--- config.mk ---
export PLATFORM = sky130hd
export DESIGN_NAME = ex_div
export DESIGN_NICKNAME = d
export VERILOG_FILES = /design/src/rtl/ex_div.sv
export SDC_FILE = /design/constraint.sdc
export NUM_CORES = 1
export LEC_CHECK = 0
export CORE_ASPECT_RATIO = 2
export CORE_MARGIN = 3
export CORE_UTILIZATION = 54
export CTS_CLUSTER_SIZE = 25
export DETAILED_ROUTE_END_ITERATION = 16
export PLACE_DENSITY = 0.76
export SLEW_MARGIN = 10
export SYNTH_ARGS = -nofsm -noshare
export SYNTH_HDL_FRONTEND = slang
export SYNTH_SLANG_ARGS = --single-unit
export TNS_END_PERCENT = 1
--- constraint.sdc ---
create_clock -name clk -period 9.9 [get_ports clk]
set_clock_uncertainty 0.1 [all_clocks]
set_input_delay 1.98 -clock clk [delete_from_list [all_inputs] [get_ports clk]]
set_output_delay 1.98 -clock clk [all_outputs]
set_load 0.05 [all_outputs]
--- src/rtl/ex_div.sv ---
// ex_div: multi-cycle RV32M divider (DIV/DIVU/REM/REMU), radix-2 restoring, raises EX hold.
// Optional DIV_FAST_SPECIAL_EN: divide-by-zero / signed overflow finish straight from IDLE.
module ex_div #(
    parameter int DW    = 32,
    parameter int CNT_W = 6
) (
    input  logic          clk,
    input  logic          rstn,
    input  logic          start_i,
    input  logic [1:0]    op_i,
    input  logic [DW-1:0] dividend_i,
    input  logic [DW-1:0] divisor_i,
    input  logic [4:0]    rd_addr_i,
    input  logic          abort_i,
    output logic          hold_flag_o,
    output logic          busy_o,
    output logic [DW-1:0] result_o,
    output logic          result_valid_o,
    output logic [4:0]    rd_addr_o
);

    localparam logic [1:0] IDLE = 2'd0;
    localparam logic [1:0] CALC = 2'd1;
    localparam logic [1:0] DONE = 2'd2;

    localparam logic [DW-1:0] MIN_NEG = {1'b1, {(DW-1){1'b0}}};

    logic [1:0]       state;
    logic [CNT_W-1:0] cnt;
    logic [DW-1:0]    quo, rem, dvs, dvd;
    logic [4:0]       rd_r;
    logic             is_rem, neg_q, neg_r, div_zero, ovf;

    logic             in_signed, in_sd, in_ss, in_zero, in_ovf, accept;
    logic [DW-1:0]    in_dvd_mag, in_dvs_mag;

    always_comb begin
        in_signed  = ~op_i[0];
        in_sd      = in_signed & dividend_i[DW-1];
        in_ss      = in_signed & divisor_i[DW-1];
        in_dvd_mag = in_sd ? -dividend_i : dividend_i;
        in_dvs_mag = in_ss ? -divisor_i  : divisor_i;
        in_zero    = (divisor_i == '0);
        in_ovf     = in_signed & (dividend_i == MIN_NEG) & (divisor_i == '1);
        accept     = (state == IDLE) & start_i & ~abort_i;
    end

    // quo starts as |dividend| and shifts out its MSB while quotient bits shift in
    logic [DW:0]   trial;
    logic [DW-1:0] quo_nx, rem_nx, q_fin, r_fin, res_fin;

    always_comb begin
        trial = {rem, quo[DW-1]} - {1'b0, dvs};
        if (!trial[DW]) begin
            rem_nx = trial[DW-1:0];
            quo_nx = {quo[DW-2:0], 1'b1};
        end else begin
            rem_nx = {rem[DW-2:0], quo[DW-1]};
            quo_nx = {quo[DW-2:0], 1'b0};
        end
        q_fin = neg_q ? -quo_nx : quo_nx;
        r_fin = neg_r ? -rem_nx : rem_nx;
        if (div_zero) begin
            q_fin = '1;
            r_fin = dvd;
        end else if (ovf) begin
            q_fin = MIN_NEG;
            r_fin = '0;
        end
        res_fin = is_rem ? r_fin : q_fin;
    end

`ifdef DIV_FAST_SPECIAL_EN
    logic [DW-1:0] fast_res;
    always_comb begin
        if (op_i[1]) fast_res = in_zero ? dividend_i : '0;
        else         fast_res = in_zero ? '1 : MIN_NEG;
    end
`endif

    always_ff @(posedge clk) begin
        if (!rstn) begin
            state     <= IDLE;
            cnt       <= '0;
            quo       <= '0;
            rem       <= '0;
            dvs       <= '0;
            dvd       <= '0;
            rd_r      <= '0;
            is_rem    <= 1'b0;
            neg_q     <= 1'b0;
            neg_r     <= 1'b0;
            div_zero  <= 1'b0;
            ovf       <= 1'b0;
            result_o  <= '0;
            rd_addr_o <= '0;
        end else begin
            case (state)
                IDLE: begin
                    if (accept) begin
                        is_rem   <= op_i[1];
                        neg_q    <= in_sd ^ in_ss;
                        neg_r    <= in_sd;
                        div_zero <= in_zero;
                        ovf      <= in_ovf;
                        dvd      <= dividend_i;
                        dvs      <= in_dvs_mag;
                        quo      <= in_dvd_mag;
                        rem      <= '0;
                        cnt      <= '0;
                        rd_r     <= rd_addr_i;
`ifdef DIV_FAST_SPECIAL_EN
                        if (in_zero || in_ovf) begin
                            result_o  <= fast_res;
                            rd_addr_o <= rd_addr_i;
                            state     <= DONE;
                        end else begin
                            state <= CALC;
                        end
`else
                        state <= CALC;
`endif
                    end
                end
                CALC: begin
                    if (abort_i) begin
                        state <= IDLE;
                    end else begin
                        quo <= quo_nx;
                        rem <= rem_nx;
                        cnt <= cnt + CNT_W'(1);
                        if (cnt == CNT_W'(DW-1)) begin
                            result_o  <= res_fin;
                            rd_addr_o <= rd_r;
                            state     <= DONE;
                        end
                    end
                end
                // start_i is still the same instruction here, so it is not re-accepted
                DONE:    state <= IDLE;
                default: state <= IDLE;
            endcase
        end
    end

    assign hold_flag_o    = accept | ((state == CALC) & ~abort_i);
    assign busy_o         = (state != IDLE);
    assign result_valid_o = (state == DONE) & ~abort_i;

endmodule

==> results.md, run 1 <==
* YS warnings at 0
* VDD IR max at 150 uV
* Post-synthesis cell count at 1806
* Starting Density at 55.3%
* Die area at 26600 um^2
* CP endpoint kind: output pin
* Final Setup Violations at 0
* Final Wtd Congestion at 1.05
* Hold Fails Final Rpt at 0
* Status: finished clean
* Fmax at 0.163 GHz
* Cell Pwr Density at 128 nW/um^2
* Final slew viol count at 0
* Drt drc at 0
* Ys flop type: dfxtp_1
* # Max-Cap Violations at 0
* Die H at 228 um
* Minimum clock period at 6.13 ns
* Crit path top cell by count: clkdlybuf4s50_1
* CTS Root Cell: clkbuf_16
* Period utilization at 61.9%
* Reg2reg end: result_o[28]
* Leak Pwr at 5.36 nW
* WL/cell at 21.3 um
* EDFF count, synth at 0
* Critical Path AT at 4.05 ns
* Global-route wire length before repair at 70700 um
* Clock buffer depth at 2
* Clock slew at reported path FFs at 0.06 ns
* CTS tree: built
* Crit path kind: primary input to output pin
* Worst-margin pin slew at 1.24 ns
* Cell breakdown of the critical path: clkdlybuf4s50_1 > nor4b_2 > buf_4 > nor2_4 > inv_1 > clkdlybuf4s50_1
* Unique masters post-synth at 87
* Worst-path fanout max at 22
* Int Pwr at 1.30 mW
* Core Region at 24000 um^2
* Ys async rst share at 0%
* Hold Crit Start: result_o[27]
* CP max stage delay at 0.79 ns
* Total Routed Length at 45500 um
* PostCTS Resize Cnt at 0
* R2R cell count at 22
* Ranking of synthesized cells by area: dfxtp_1 28%, a21oi_1 6.9%, nand2_1 6.4%
* Port-buffer cells at 114
* Drt pass-1 iters at 5
* H-tree level count at 4
* Fillers at 2200
* Vias in the first global route at 13224
* Layout cells sized above 1 at 5.41%
* GRT Total Usage at 33.8%
* Std cell rows at 80
* Via count at 13693
* Logic pwr share at 23.9%
* Commonest non-fill, non-tap cell in the layout: nand2_1
* Initial antenna violation count at 0
* Post-route ant nets at 0
* RSZ-0062 raised after global routing: no
* Hold path cells at 2
* Psw at 0.627 mW
* Clk pwr share at 35.0%
* Total Nets Final at 1950
* Number of diodes at 0
* Post-Syn Area per Cell at 7.35 um^2
* Clock sinks at 183
* CTS buffer count at 17
* Synth area leader: dfxtp_1
* Crit path depth at 6
* Count of state elements after synthesis at 183
* Worst path buffer plus inverter count at 4
* CP delay by family, top: buffers and inverters
* Reg-to-Reg Start: quo[31]
* Hpwl dp at 34400 um
* Total congestion overflow at 0
* Slew Limit Headroom at 17.2%
* CTS Hold Buffers Added at 0
* Synthesis-to-finish area growth at 13.0%
* Share of the synthesized area in the top cell type at 27.6%
* Startpoint types: primary input
* Die W at 117 um
* Postcts setup bufs at 0
* Sequential power share at 41.2%
* Endpoint, Worst Hold: result_o[27]
* Starting DRT DRC Count at 1067
* Slowest cell on the critical path: clkdlybuf4s50_1
* Num ports at 115
* TNS Setup at 0 ns
* Via-to-Cell Ratio at 6.41
* Clock Latency Late Sink at 0.46 ns
* Switching part of the total at 32.5%
* Area of the mapped netlist at 13300 um^2
* Commonest cells after routing, fill and taps aside: 226 x nand2_1, 183 x dfxtp_1, 182 x a21oi_1, 166 x nor2_1, 113 x clkdlybuf4s50_1
* R2R Setup Slk at 3.83 ns
* Post-Route Utilization at 62.5%
* Hold WC Path Type: flop to flop
* Net count after synthesis at 1920
* Worst endpoint required time at 7.82 ns
* Seq/Total Area, Yosys at 27.6%
* Largest net degree at the start of global routing at 101
==> cell type report <==
type / count / area, um^2 / share of cell area, %
inverter: 59 / 221 / 1.48
clock buffer: 21 / 470 / 3.13
timing repair buffer: 135 / 1290 / 8.62
tap: 287 / 359 / 2.39
multi-input combinational: 1440 / 8910 / 59.3
clock inverter: 10 / 95.1 / 0.633
sequential: 183 / 3660 / 24.4
==> through the flow <==
| step | hold slack, ns | power, mW | cells | setup slack, ns | cell area (um^2) |
|---|---|---|---|---|---|
| after floorplan | 0.332 | 1.11 | 1806 | 4.43 | 13300 |
| after global placement | 0.341 | 1.25 | 2104 | 3.84 | 14400 |
| after detailed placement | 0.341 | 1.26 | 2104 | 3.82 | 14400 |
| after CTS | 0.355 | 1.92 | 2135 | 3.82 | 15000 |
| after global routing | 0.376 | 2.00 | 2135 | 3.32 | 15000 |
| final | 0.350 | 1.93 | 2135 | 3.77 | 15000 |
==> Yosys cell counts, types with 16 or more instances <==
library cell  instances
nor2_1              167
a211oi_1             59
o31ai_1              29
nand4_1              18
inv_1                56
clkbuf_1             95
o211ai_1             16
xor2_1               69
o21a_1               16
dfxtp_1             183
and2_1               18
a21boi_0             17
a21oi_1             182
nor4_1               18
nand2_1             226
nor2b_1              41
nand3_1              37
mux2i_1              25
ha_1                 38
nor3_1               37
xnor2_1              54
o21ai_0             104
buf_2                21
or3_1                39
a31oi_1              17
==> worst max-delay path by stage <==
stage	startpoint	endpoint	slack, ns
after global placement	abort_i	hold_flag_o	3.84
after CTS	abort_i	hold_flag_o	3.82
after detailed placement	abort_i	hold_flag_o	3.82
after global routing	quo[31]	result_o[26]	3.32
final	abort_i	hold_flag_o	3.77
after floorplan	abort_i	hold_flag_o	4.43
==> power by group through the flow <==
| stage | combinational, mW | sequential [mW] | clock [mW] |
|---|---|---|---|
| after global routing | 0.501 | 0.795 | 0.707 |
| final | 0.460 | 0.793 | 0.674 |
| after CTS | 0.453 | 0.792 | 0.679 |
| after global placement | 0.447 | 0.808 | 0 |
| after detailed placement | 0.450 | 0.809 | 0 |
| after floorplan | 0.312 | 0.796 | 0 |
==> registers in the layout (all words and copies together), names as in the netlist <==
register	cells
div_zero	1
rem	32
is_rem	1
neg_q	1
state	2
rd_addr_o	5
dvs	32
neg_r	1
result_o	32
cnt	6
ovf	1
dvd	32
rd_r	5
quo	32
==> logic make-up after synthesis <==
logic type	Yosys count	synth area share (%)
flip-flops	183	27.6
adder cells (fa/ha/maj)	39	3.73
XOR/XNOR	123	8.11
AO/OA/AOI/OAI	583	28.9
AND/OR/NAND/NOR	663	23.7
multiplexers	32	2.48
buffers and inverters	183	5.51
==> per-layer routing <==
metal | global-route usage (%) | wire, um | vias to the layer above
met5 | 0 | 0 | -
met4 | 24.7 | 3960 | 0
met1 | 35.9 | 16200 | 6415
met2 | 58.5 | 23100 | 515
met3 | 5.17 | 2250 | 174
li1 | - | - | 6589
==> worst reg2reg max path: cells and delay by family, from the launching register on <==
kind,cells,cell delay (ns)
AOI/OAI and AO/OA,9,2.62
xor gates and xnor gates,1,0.11
adders and majority gates,3,1.03
buffers and inverters,5,1.18
DFF,1,0.38
and+or+nand+nor,4,0.55
Power figures use the tool's default switching activity.
==> run 2: changes to the inputs <==
- clock period: 9.9 -> 6.3 ns (I/O delays scaled with it)
==> run 2 against run 1 <==
Count of clock-buffer cells in the layout shrank 4. Highest routed layer unchanged. Sequential cell count is the same. Worst setup slack worse by 3.3 ns.
==> results.md, run 2 (synthesis results as in run 1) <==
* TNS Setup at 0 ns
* Std cell rows at 80
* Met3 Use GR at 5.97%
* Reg-to-Reg Start: quo[31]
* Die area at 26600 um^2
* Initial antenna violation count at 0
* Port-buffer cells at 114
* Total Routed Length at 46800 um
* Slew Limit Headroom at 21.2%
* CTS buffer count at 17
* Postcts setup bufs at 0
* Clock sinks at 183
* Period utilization at 92.3%
* Cell Count, Final, Fillers Out at 2141
* Drt drc at 0
* GRT Max-Usage Layer: met2
* Hold Crit Start: result_o[2]
* Largest net degree at the start of global routing at 101
* Vias in the first global route at 13529
* Final setup margin at 0.486 ns
* Final Wtd Congestion at 0.987
* Total Nets Final at 1955
* Starting DRT DRC Count at 949
* Met1 usage at 36.2%
* Starting Density at 55.3%
* WL/cell at 21.8 um
* Fmax at 0.172 GHz
* Hpwl dp at 35500 um
* Pre-CTS setup slack at 0.591 ns
* CP endpoint kind: flop
* H-tree level count at 4
* Die W at 117 um
* Slowest cell on the critical path: nor4_1
* CTS Hold Buffers Added at 0
* Worst Setup SP: quo[31]
* Design area at 15100 um^2
* Commonest cells after routing, fill and taps aside: 226 x nand2_1, 183 x dfxtp_1, 182 x a21oi_1, 166 x nor2_1, 113 x clkdlybuf4s50_1
* Leak Pwr at 5.41 nW
* Hold Fails Final Rpt at 0
* CP max stage delay at 0.49 ns
* Core Region at 24000 um^2
* Final slew viol count at 0
* Worst-margin pin slew at 1.18 ns
* Drt pass-1 iters at 8
* Critical Path AT at 6.06 ns
* Layout cells sized above 1 at 5.88%
* Final Power at 3.07 mW
* Final Setup Violations at 0
* Synthesis-to-finish area growth at 13.5%
* Global-route wire length before repair at 72300 um
* Number of diodes at 0
* Hold_ws at 0.353 ns
* CTS tree: built
* Worst endpoint required time at 6.54 ns
* Num ports at 115
* Die H at 228 um
* Area after DPL at 14500 um^2
* Cell Pwr Density at 204 nW/um^2
* Minimum clock period at 5.81 ns
* Total congestion overflow at 0
* Via count at 13892
* CTS Root Cell: clkbuf_16
* Status: finished clean
* Post-Route Utilization at 62.8%
* Startpoint types: flop
* Post-route ant nets at 0
* Hold WC Path Type: flop to flop
* Crit path kind: flop to flop
* M2 GR Usage at 58.9%
* Via-to-Cell Ratio at 6.49
* GRT Total Usage at 34.9%
* Fillers at 2270
* Worst-path fanout max at 23
* VDD IR max at 199 uV
* Clock buffer depth at 2
* Worst path buffer plus inverter count at 4
* Clock Latency Late Sink at 0.47 ns
* Commonest non-fill, non-tap cell in the layout: nand2_1
* Cell breakdown of the critical path: inv_1 > ha_1 > fa_1 > nand2b_1 > a21oi_2 > o211ai_2 > a21oi_4 > o21a_1 > nor2_4 > inv_2 > buf_4 > nor2_1 > a21oi_1 > ha_1 > inv_1 > nor4_1 > a41oi_2 > o41ai_2 > xor2_1 > a221oi_1 > o21ai_1
* # Max-Cap Violations at 0
* Placed cells at 2109
* CP delay by family, top: compound AO/OA/AOI/OAI gates
* Clock slew at reported path FFs at 0.08 ns
* R2R Setup Slk at 0.49 ns
* RSZ-0062 raised after global routing: no
==> run 2: cell types whose count changed in the layout (fill, tap and decap cells not counted), moves of 2 or more <==
cell,previous run,this run
buf_4,21,26
inv_6,2,6
clkbuf_8,3,0
clkinvlp_4,2,0
inv_8,0,2
==> run 2: timing repair <==
item,in CTS,in global routing
hold endpoints to repair,0,0
resized for setup,0,2
endpoints found under the setup margin,0,2
==> run 2: cell type report <==
class / instances / area, um^2 / share of cell area [%]
flip-flops and latches: 183 / 3660 / 24.3
multi-input cells: 1440 / 8920 / 59.2
inverters: 59 / 221 / 1.47
well taps: 287 / 359 / 2.38
clock inverters: 15 / 158 / 1.05
clock buffers: 17 / 425 / 2.82
repair buffers: 140 / 1330 / 8.83
==> run 2: worst paths after layout <==
check / end / cells past startpoint
setup / recovery: result_o[28] / 21
hold reg to reg: result_o[2] / 2
hold / removal: result_o[2] / 2
setup reg to reg: result_o[28] / 21
==> run 2: layer usage <==
| layer | vias up | part of all wire [%] |
|---|---|---|
| li1 | 6609 | - |
| met1 | 6536 | 35 |
| met2 | 554 | 50 |
| met3 | 193 | 5.3 |
| met4 | 0 | 9.7 |
| met5 | - | 0 |
==> run 2: worst reg2reg max path, cell delays in order (launching register included) <==
cell      delay (ns)
dfxtp_1         0.39
inv_1           0.07
ha_1            0.23
fa_1            0.44
nand2b_1        0.22
a21oi_2         0.37
o211ai_2        0.20
a21oi_4         0.26
o21a_1          0.32
nor2_4          0.19
inv_2           0.20
buf_4           0.23
nor2_1          0.06
a21oi_1         0.24
ha_1            0.36
inv_1           0.10
nor4_1          0.49
a41oi_2         0.27
o41ai_2         0.44
xor2_1          0.12
a221oi_1        0.31
o21ai_1         0.11
==> run 2: power by group <==
part	switching, mW	internal, mW
Sequential	0.0463	1.20
Combinational	0.464	0.269
Clock	0.535	0.561
